File: src/rtl/fifo_sched_pkg.sv
// Shared types and helpers for the FIFO drain scheduler family.
// Pure declarations; no timing or flow-control behaviour of its own.
package fifo_sched_pkg;

    typedef enum logic {
        IDLE  = 1'b0,
        SERVE = 1'b1
    } sched_state_e;

    function automatic int idx_width(input int n);
        return (n > 1) ? $clog2(n) : 1;
    endfunction

endpackage

File: src/rtl/fifo_rr_scheduler_if.sv
// Single-slot valid/ready output bus carrying a payload and its source index.
// The master holds data/idx stable while valid is high and ready is low.
interface fifo_rr_scheduler_if #(
    parameter int  DATA_WIDTH = 32,
    parameter int  IDX_WIDTH  = 2,
    parameter type dtype      = logic [DATA_WIDTH-1:0]
);
    logic                 valid;
    logic                 ready;
    dtype                 data;
    logic [IDX_WIDTH-1:0] idx;

    modport master (output valid, data, idx, input ready);
    modport slave  (input valid, data, idx, output ready);
endinterface

File: src/rtl/fifo_rr_scheduler_rr_select.sv
// Combinational round-robin pick: first set request strictly after last_i, wrapping.
// Zero latency; no flow control.
module rr_select #(
    parameter int N  = 4,
    parameter int IW = 2
) (
    input  logic [N-1:0]  req_i,
    input  logic [IW-1:0] last_i,
    output logic          vld_o,
    output logic [IW-1:0] idx_o
);
    int j;

    // Walk offsets from farthest to nearest so the nearest hit wins.
    always_comb begin
        vld_o = |req_i;
        idx_o = '0;
        j     = 0;
        for (int off = N; off >= 1; off--) begin
            j = (int'(last_i) + off) % N;
            if (req_i[IW'(j)]) begin
                idx_o = IW'(j);
            end
        end
    end
endmodule

File: src/rtl/fifo_rr_scheduler.sv
// Round-robin drain of NUM_QUEUES FIFOs, QUANTUM pops per grant, one bubble per grant switch.
// Payload appears one cycle after its pop; pops stall while the output slot is held by ~ready.
module fifo_rr_scheduler
    import fifo_sched_pkg::*;
#(
    parameter int  NUM_QUEUES = 4,
    parameter int  DATA_WIDTH = 32,
    parameter int  QUANTUM    = 4,
    parameter type dtype      = logic [DATA_WIDTH-1:0],
    parameter int  IDX_WIDTH  = idx_width(NUM_QUEUES)
) (
    input  logic                  clk_i,
    input  logic                  rst_i,
    input  logic                  flush_i,
    input  logic [NUM_QUEUES-1:0] empty_i,
    input  dtype                  data_i [NUM_QUEUES],
    output logic [NUM_QUEUES-1:0] pop_o,
    output logic                  busy_o,
    fifo_rr_scheduler_if.master   out_if
);
    localparam int CNT_WIDTH = $clog2(QUANTUM + 1);

    if (QUANTUM < 1) begin : g_bad_quantum
        $error("QUANTUM must be >= 1");
    end
    if (NUM_QUEUES < 1) begin : g_bad_queues
        $error("NUM_QUEUES must be >= 1");
    end

    sched_state_e         state_q;
    logic [IDX_WIDTH-1:0] grant_q;
    logic [IDX_WIDTH-1:0] last_q;
    logic [CNT_WIDTH-1:0] cnt_q;
    logic                 valid_q;
    dtype                 data_q;
    logic [IDX_WIDTH-1:0] idx_q;

    logic                 sel_vld;
    logic [IDX_WIDTH-1:0] sel_idx;
    logic                 load;
    logic                 do_pop;
    logic                 last_pop;

    rr_select #(.N(NUM_QUEUES), .IW(IDX_WIDTH)) u_rr_select (
        .req_i  (~empty_i),
        .last_i (last_q),
        .vld_o  (sel_vld),
        .idx_o  (sel_idx)
    );

    assign load     = ~valid_q | out_if.ready;
    assign do_pop   = (state_q == SERVE) & ~empty_i[grant_q] & load & ~rst_i & ~flush_i;
    assign last_pop = (cnt_q + 1'b1) == CNT_WIDTH'(QUANTUM);

    always_comb begin
        pop_o = '0;
        if (do_pop) begin
            pop_o[grant_q] = 1'b1;
        end
    end

    always_ff @(posedge clk_i) begin
        if (rst_i) begin
            state_q <= IDLE;
            grant_q <= '0;
            last_q  <= IDX_WIDTH'(NUM_QUEUES - 1);
            cnt_q   <= '0;
            valid_q <= 1'b0;
            data_q  <= '0;
            idx_q   <= '0;
        end else if (flush_i) begin
            state_q <= IDLE;
            cnt_q   <= '0;
            valid_q <= 1'b0;
            last_q  <= IDX_WIDTH'(NUM_QUEUES - 1);
        end else begin
            if (do_pop) begin
                data_q  <= data_i[grant_q];
                idx_q   <= grant_q;
                valid_q <= 1'b1;
                cnt_q   <= cnt_q + 1'b1;
            end else if (out_if.ready) begin
                valid_q <= 1'b0;
            end
            case (state_q)
                IDLE: begin
                    if (sel_vld) begin
                        grant_q <= sel_idx;
                        cnt_q   <= '0;
                        state_q <= SERVE;
                    end
                end
                SERVE: begin
                    // An early-empty queue forfeits the rest of its quantum.
                    if (empty_i[grant_q] || (do_pop && last_pop)) begin
                        last_q  <= grant_q;
                        state_q <= IDLE;
                    end
                end
                default: state_q <= IDLE;
            endcase
        end
    end

    assign out_if.valid = valid_q;
    assign out_if.data  = data_q;
    assign out_if.idx   = idx_q;
    assign busy_o       = (state_q == SERVE) | valid_q;

    a_pop_onehot: assert property (@(posedge clk_i) disable iff (rst_i) $onehot0(pop_o));
    a_pop_nonempty: assert property (@(posedge clk_i) disable iff (rst_i) (pop_o & empty_i) == '0);
    a_slot_stable: assert property (@(posedge clk_i) disable iff (rst_i)
        (out_if.valid & ~out_if.ready) |=> ($stable(out_if.data) && $stable(out_if.idx)));
endmodule

File: src/flat_wrapper.sv
// flat-port wrapper written by rule: the top's interface ports become plain ports
module fifo_rr_scheduler_flat import fifo_sched_pkg::*;
#(
    parameter int  NUM_QUEUES = 4,
    parameter int  DATA_WIDTH = 32,
    parameter int  QUANTUM    = 4,
    parameter type dtype      = logic [DATA_WIDTH-1:0],
    parameter int  IDX_WIDTH  = idx_width(NUM_QUEUES)
)
  (clk_i, rst_i, flush_i, empty_i, data_i, pop_o, busy_o, out_if_valid, out_if_data, out_if_idx, out_if_ready);
  fifo_rr_scheduler_if #(.DATA_WIDTH(DATA_WIDTH), .IDX_WIDTH(IDX_WIDTH), .dtype(dtype)) out_if_i ();
  input  logic clk_i;
  input  logic rst_i;
  input  logic flush_i;
  input  logic [NUM_QUEUES-1:0] empty_i;
  input  dtype data_i[NUM_QUEUES];
  output logic [NUM_QUEUES-1:0] pop_o;
  output logic busy_o;
  output wire logic [$bits(out_if_i.valid)-1:0] out_if_valid;
  output wire logic [$bits(out_if_i.data)-1:0] out_if_data;
  output wire logic [$bits(out_if_i.idx)-1:0] out_if_idx;
  input wire logic [$bits(out_if_i.ready)-1:0] out_if_ready;
  assign out_if_valid = out_if_i.valid;
  assign out_if_data = out_if_i.data;
  assign out_if_idx = out_if_i.idx;
  assign out_if_i.ready = out_if_ready;
  fifo_rr_scheduler #(.NUM_QUEUES(NUM_QUEUES), .DATA_WIDTH(DATA_WIDTH), .QUANTUM(QUANTUM), .dtype(dtype), .IDX_WIDTH(IDX_WIDTH)) u_core (.clk_i(clk_i), .rst_i(rst_i), .flush_i(flush_i), .empty_i(empty_i), .data_i(data_i), .pop_o(pop_o), .busy_o(busy_o), .out_if(out_if_i));
endmodule
File: config.mk
export PLATFORM = sky130hd
export DESIGN_NAME = fifo_rr_scheduler_flat
export DESIGN_NICKNAME = d
export VERILOG_FILES = /design/src/rtl/fifo_sched_pkg.sv /design/src/rtl/fifo_rr_scheduler_if.sv /design/src/rtl/fifo_rr_scheduler_rr_select.sv /design/src/rtl/fifo_rr_scheduler.sv /design/src/flat_wrapper.sv
export SDC_FILE = /design/constraint.sdc
export NUM_CORES = 1
export LEC_CHECK = 0
export CORE_MARGIN = 2
export CORE_UTILIZATION = 36
export CTS_CLUSTER_DIAMETER = 50
export DETAILED_ROUTE_END_ITERATION = 6
export PLACE_DENSITY = 0.83
export SLEW_MARGIN = 40
export SYNTH_ARGS = -nofsm -noshare
export SYNTH_HDL_FRONTEND = slang
export SYNTH_SLANG_ARGS = --single-unit
File: constraint.sdc
create_clock -name clk_i -period 2.37 [get_ports clk_i]
set_input_delay 0.474 -clock clk_i [delete_from_list [all_inputs] [get_ports clk_i]]
set_output_delay 0.474 -clock clk_i [all_outputs]
set_load 0.005 [all_outputs]
==> flow_summary.yaml <==
outcome:
  status: "finished clean"
routing:
  vias: 2754
  via_per_inst: 5.128
  drt-total-wl_um: 8180
  drtIter0Drc: 58
  drc: 0
  dr.pass1.iters: 4
  routedWlPerCell_um: 15.23
  final_antenna_net_count: 0
synth:
  synth.largest_area_cell: "dfxtp_1"
  netlist_area_um2: 2590
  synth-async-reset-ratio_pct: 0
  ys_types: 38
  yosysWarnings: 0
  syn_avg_cell_area_um2: 9.961
  synth_seq_cells: 43
  synth_flop_cell: "dfxtp_1"
  ys_seq_area_share_pct: 33.24
  synth_top_cells_by_area: "dfxtp_1 33%, mux4_2 29%, nand2_1 11%"
  netlist.area_leader.share_pct: 33.24
  syn_inst: 260
  synth_fp_nets: 398
  synth_enable_flop_cells: 0
sta:
  drv_slew: 0
  finalClockSkew_ns: 0.009933
  max_freq_ghz: 0.4381
  finalCritPeriodShare_pct: 96.31
  post-route-min-period_ns: 2.283
  hold_viol_final: 0
  setup_viol: 0
  worst_pin_slew_ns: 0.4205
  fin_setup_tns_ns: 0
  slew_headroom_pct: 71.91
clock_network:
  cts.sinks: 43
  htree_levels: 2
  clk_latency_ns: 0.28
  root_buffer: "clkbuf_8"
  cts_buffer_depth: 2
  cts_made_buffers: 5
  holdBufCountCts: 0
  clk_pin_slew_ns: 0.07
  cts_tree: "built"
floorplan:
  start_util_pct: 37.70
  io_pins: 176
  dieWidth_um: 88.82
  coreArea_um2: 6869
  placementRows: 30
  die-area_um2: 7889
  die_height_um: 88.82
critical_path:
  crit_required_ns: 1.90
  worstRegToRegCells: 4
  path_max_fanout: 3
  critical_path_arrival_ns: 1.81
  start_kind: "input pin"
  crit_path_end_kind: "output pin"
  crit_chain: "clkdlybuf4s50_1 -> nand2b_4 -> nand4_1 -> buf_4 -> nor3b_2 -> clkdlybuf4s15_1"
  cp_num_buf_inv: 3
  cpMaxStageDelayCell: "clkdlybuf4s50_1"
  critical-path-top-delay-family: "buffers and inverters"
  rr_startpoint: "u_core.state_q"
  rrSetupSlack_ns: 0.43
  max_stage_delay_ns: 0.49
  critPathKind: "input pin to output pin"
  r2r-end: "u_core.last_q[1]"
min_path:
  hold_path.class: "register to register"
  min_from: "u_core.out_if.data[4]"
  min_to: "u_core.out_if.data[4]"
  holdPathStages: 2
grt:
  grt_overflow: 0
  first_global_vias: 2736
  antenna_found_initial: 0
  grt_max_degree: 23
  track_usage_pct: 19.63
  grt_pass1_wl_um: 12230
layout:
  layout_common_cells: "170 x clkdlybuf4s50_1, 75 x nand2_1, 41 x dfxtp_1, 39 x a21oi_1, 33 x mux4_2"
  final_common_cell: "clkdlybuf4s50_1"
  layout.nets: 579
  final_util_pct: 67.05
  drive_above_1_share_pct: 17.01
  final_cell_area_um2: 4606
  antenna_cells: 0
  nFillCells: 561
  areaGrowthSynthToFinish_pct: 77.83
place:
  placed_area_um2: 4468
  hpwl_um: 6648
  routabilityCongestion: 0.7964
  io_buffers: 175
pwr:
  p_leak_nw: 1.600
  power.total_mw: 1.697
  worst_ir_drop_vdd_mv: 0.2181
  power.density_nw_per_um2: 368.4
job:
  drv_cap: 0
-- metal layers --
| metal | global-route usage, % | up-vias | share of wire [%] |
|---|---|---|---|
| met5 | 0 | - | 0 |
| met4 | 6.061 | 0 | 1.8 |
| met3 | 4.011 | 14 | 8.0 |
| met2 | 37.04 | 128 | 54 |
| met1 | 21.92 | 1308 | 36 |
| li1 | - | 1304 | - |
-- cell families after synthesis --
kind of cell	after synthesis	synth area share, %
AND/OR/NAND/NOR	103	17.73
buffers and inverters	23	5.990
adder cells (fa/ha/maj)	2	0.9660
AO/OA/AOI/OAI	48	10.29
multiplexers	39	31.11
XOR/XNOR	2	0.6765
flip-flops	43	33.24
-- layout make-up --
cell class              count  area (um2)  area share [%]
flip-flops and latches     43       863.3           18.74
inverters                   1       3.754         0.08150
multi-input cells         194        1607           34.88
clock buffers               6       82.58           1.793
well taps                  96       120.1           2.608
repair buffers            196        1924           41.78
clock inverters             1       5.005          0.1087
-- flip-flops by register name, summed over array words and instances (netlist names) --
signal / flops
u_core.out_if.valid: 1
u_core.out_if.data: 32
u_core.cnt_q: 3
u_core.out_if.idx: 2
u_core.state_q: 1
u_core.last_q: 2
u_core.grant_q: 2
-- worst max-delay path by stage --
| stage | from | end | cells after the start | slack, ns |
|---|---|---|---|---|
| 2_1_floorplan | rst_i | u_core.last_q[1] | 5 | 0.42 |
| 3_3_place_gp | rst_i | pop_o[1] | 5 | -0.15 |
| 3_5_place_dp | rst_i | pop_o[1] | 5 | -0.19 |
| 4_1_cts | out_if_ready | pop_o[2] | 5 | 0.004 |
| 5_1_grt | out_if_ready | pop_o[3] | 6 | -0.003 |
| 6_report | out_if_ready | pop_o[3] | 6 | 0.09 |
-- Yosys cell counts (4+ instances only) --
cell,instances
mux2i_1,4
buf_6,7
clkbuf_1,7
nor2_1,5
nand2_1,75
nor3_1,4
buf_2,4
nand3_1,5
mux4_2,33
a21oi_1,39
dfxtp_1,43
-- through the flow --
step	cells	hold slack, ns	worst slack [ns]
2_1_floorplan	260	0.4484	0.4194
3_3_place_gp	528	0.4417	-0.1492
3_5_place_dp	528	0.4456	-0.1933
4_1_cts	536	0.4566	0.004146
5_1_grt	537	0.4745	-0.003258
6_report	537	0.4534	0.08739
-- where the power goes --
| part | switching, mW | internal [mW] | total, mW |
|---|---|---|---|
| logic | 0.142 | 0.351 | 0.493 |
| registers | 0.0145 | 0.735 | 0.750 |
| clock network | 0.226 | 0.229 | 0.455 |
| total | 0.382 | 1.31 | 1.70 |
-- worst register-to-register path: cells and delay by family (launching register included) --
family          cells  cell delay (ns)
compound gates      2             0.65
flops               1             0.50
simple gates        2             0.68
-- what timing repair did --
| item | in CTS | in global routing |
|---|---|---|
| endpoints found under the setup margin | 4 | 3 |
| resized for setup | 7 | 5 |
| hold endpoints to repair | 0 | 0 |
| setup buffers | 1 | 1 |
| cloned | 0 | 0 |
| pin swaps | 2 | 4 |
(Power assumes the default switching activity.)
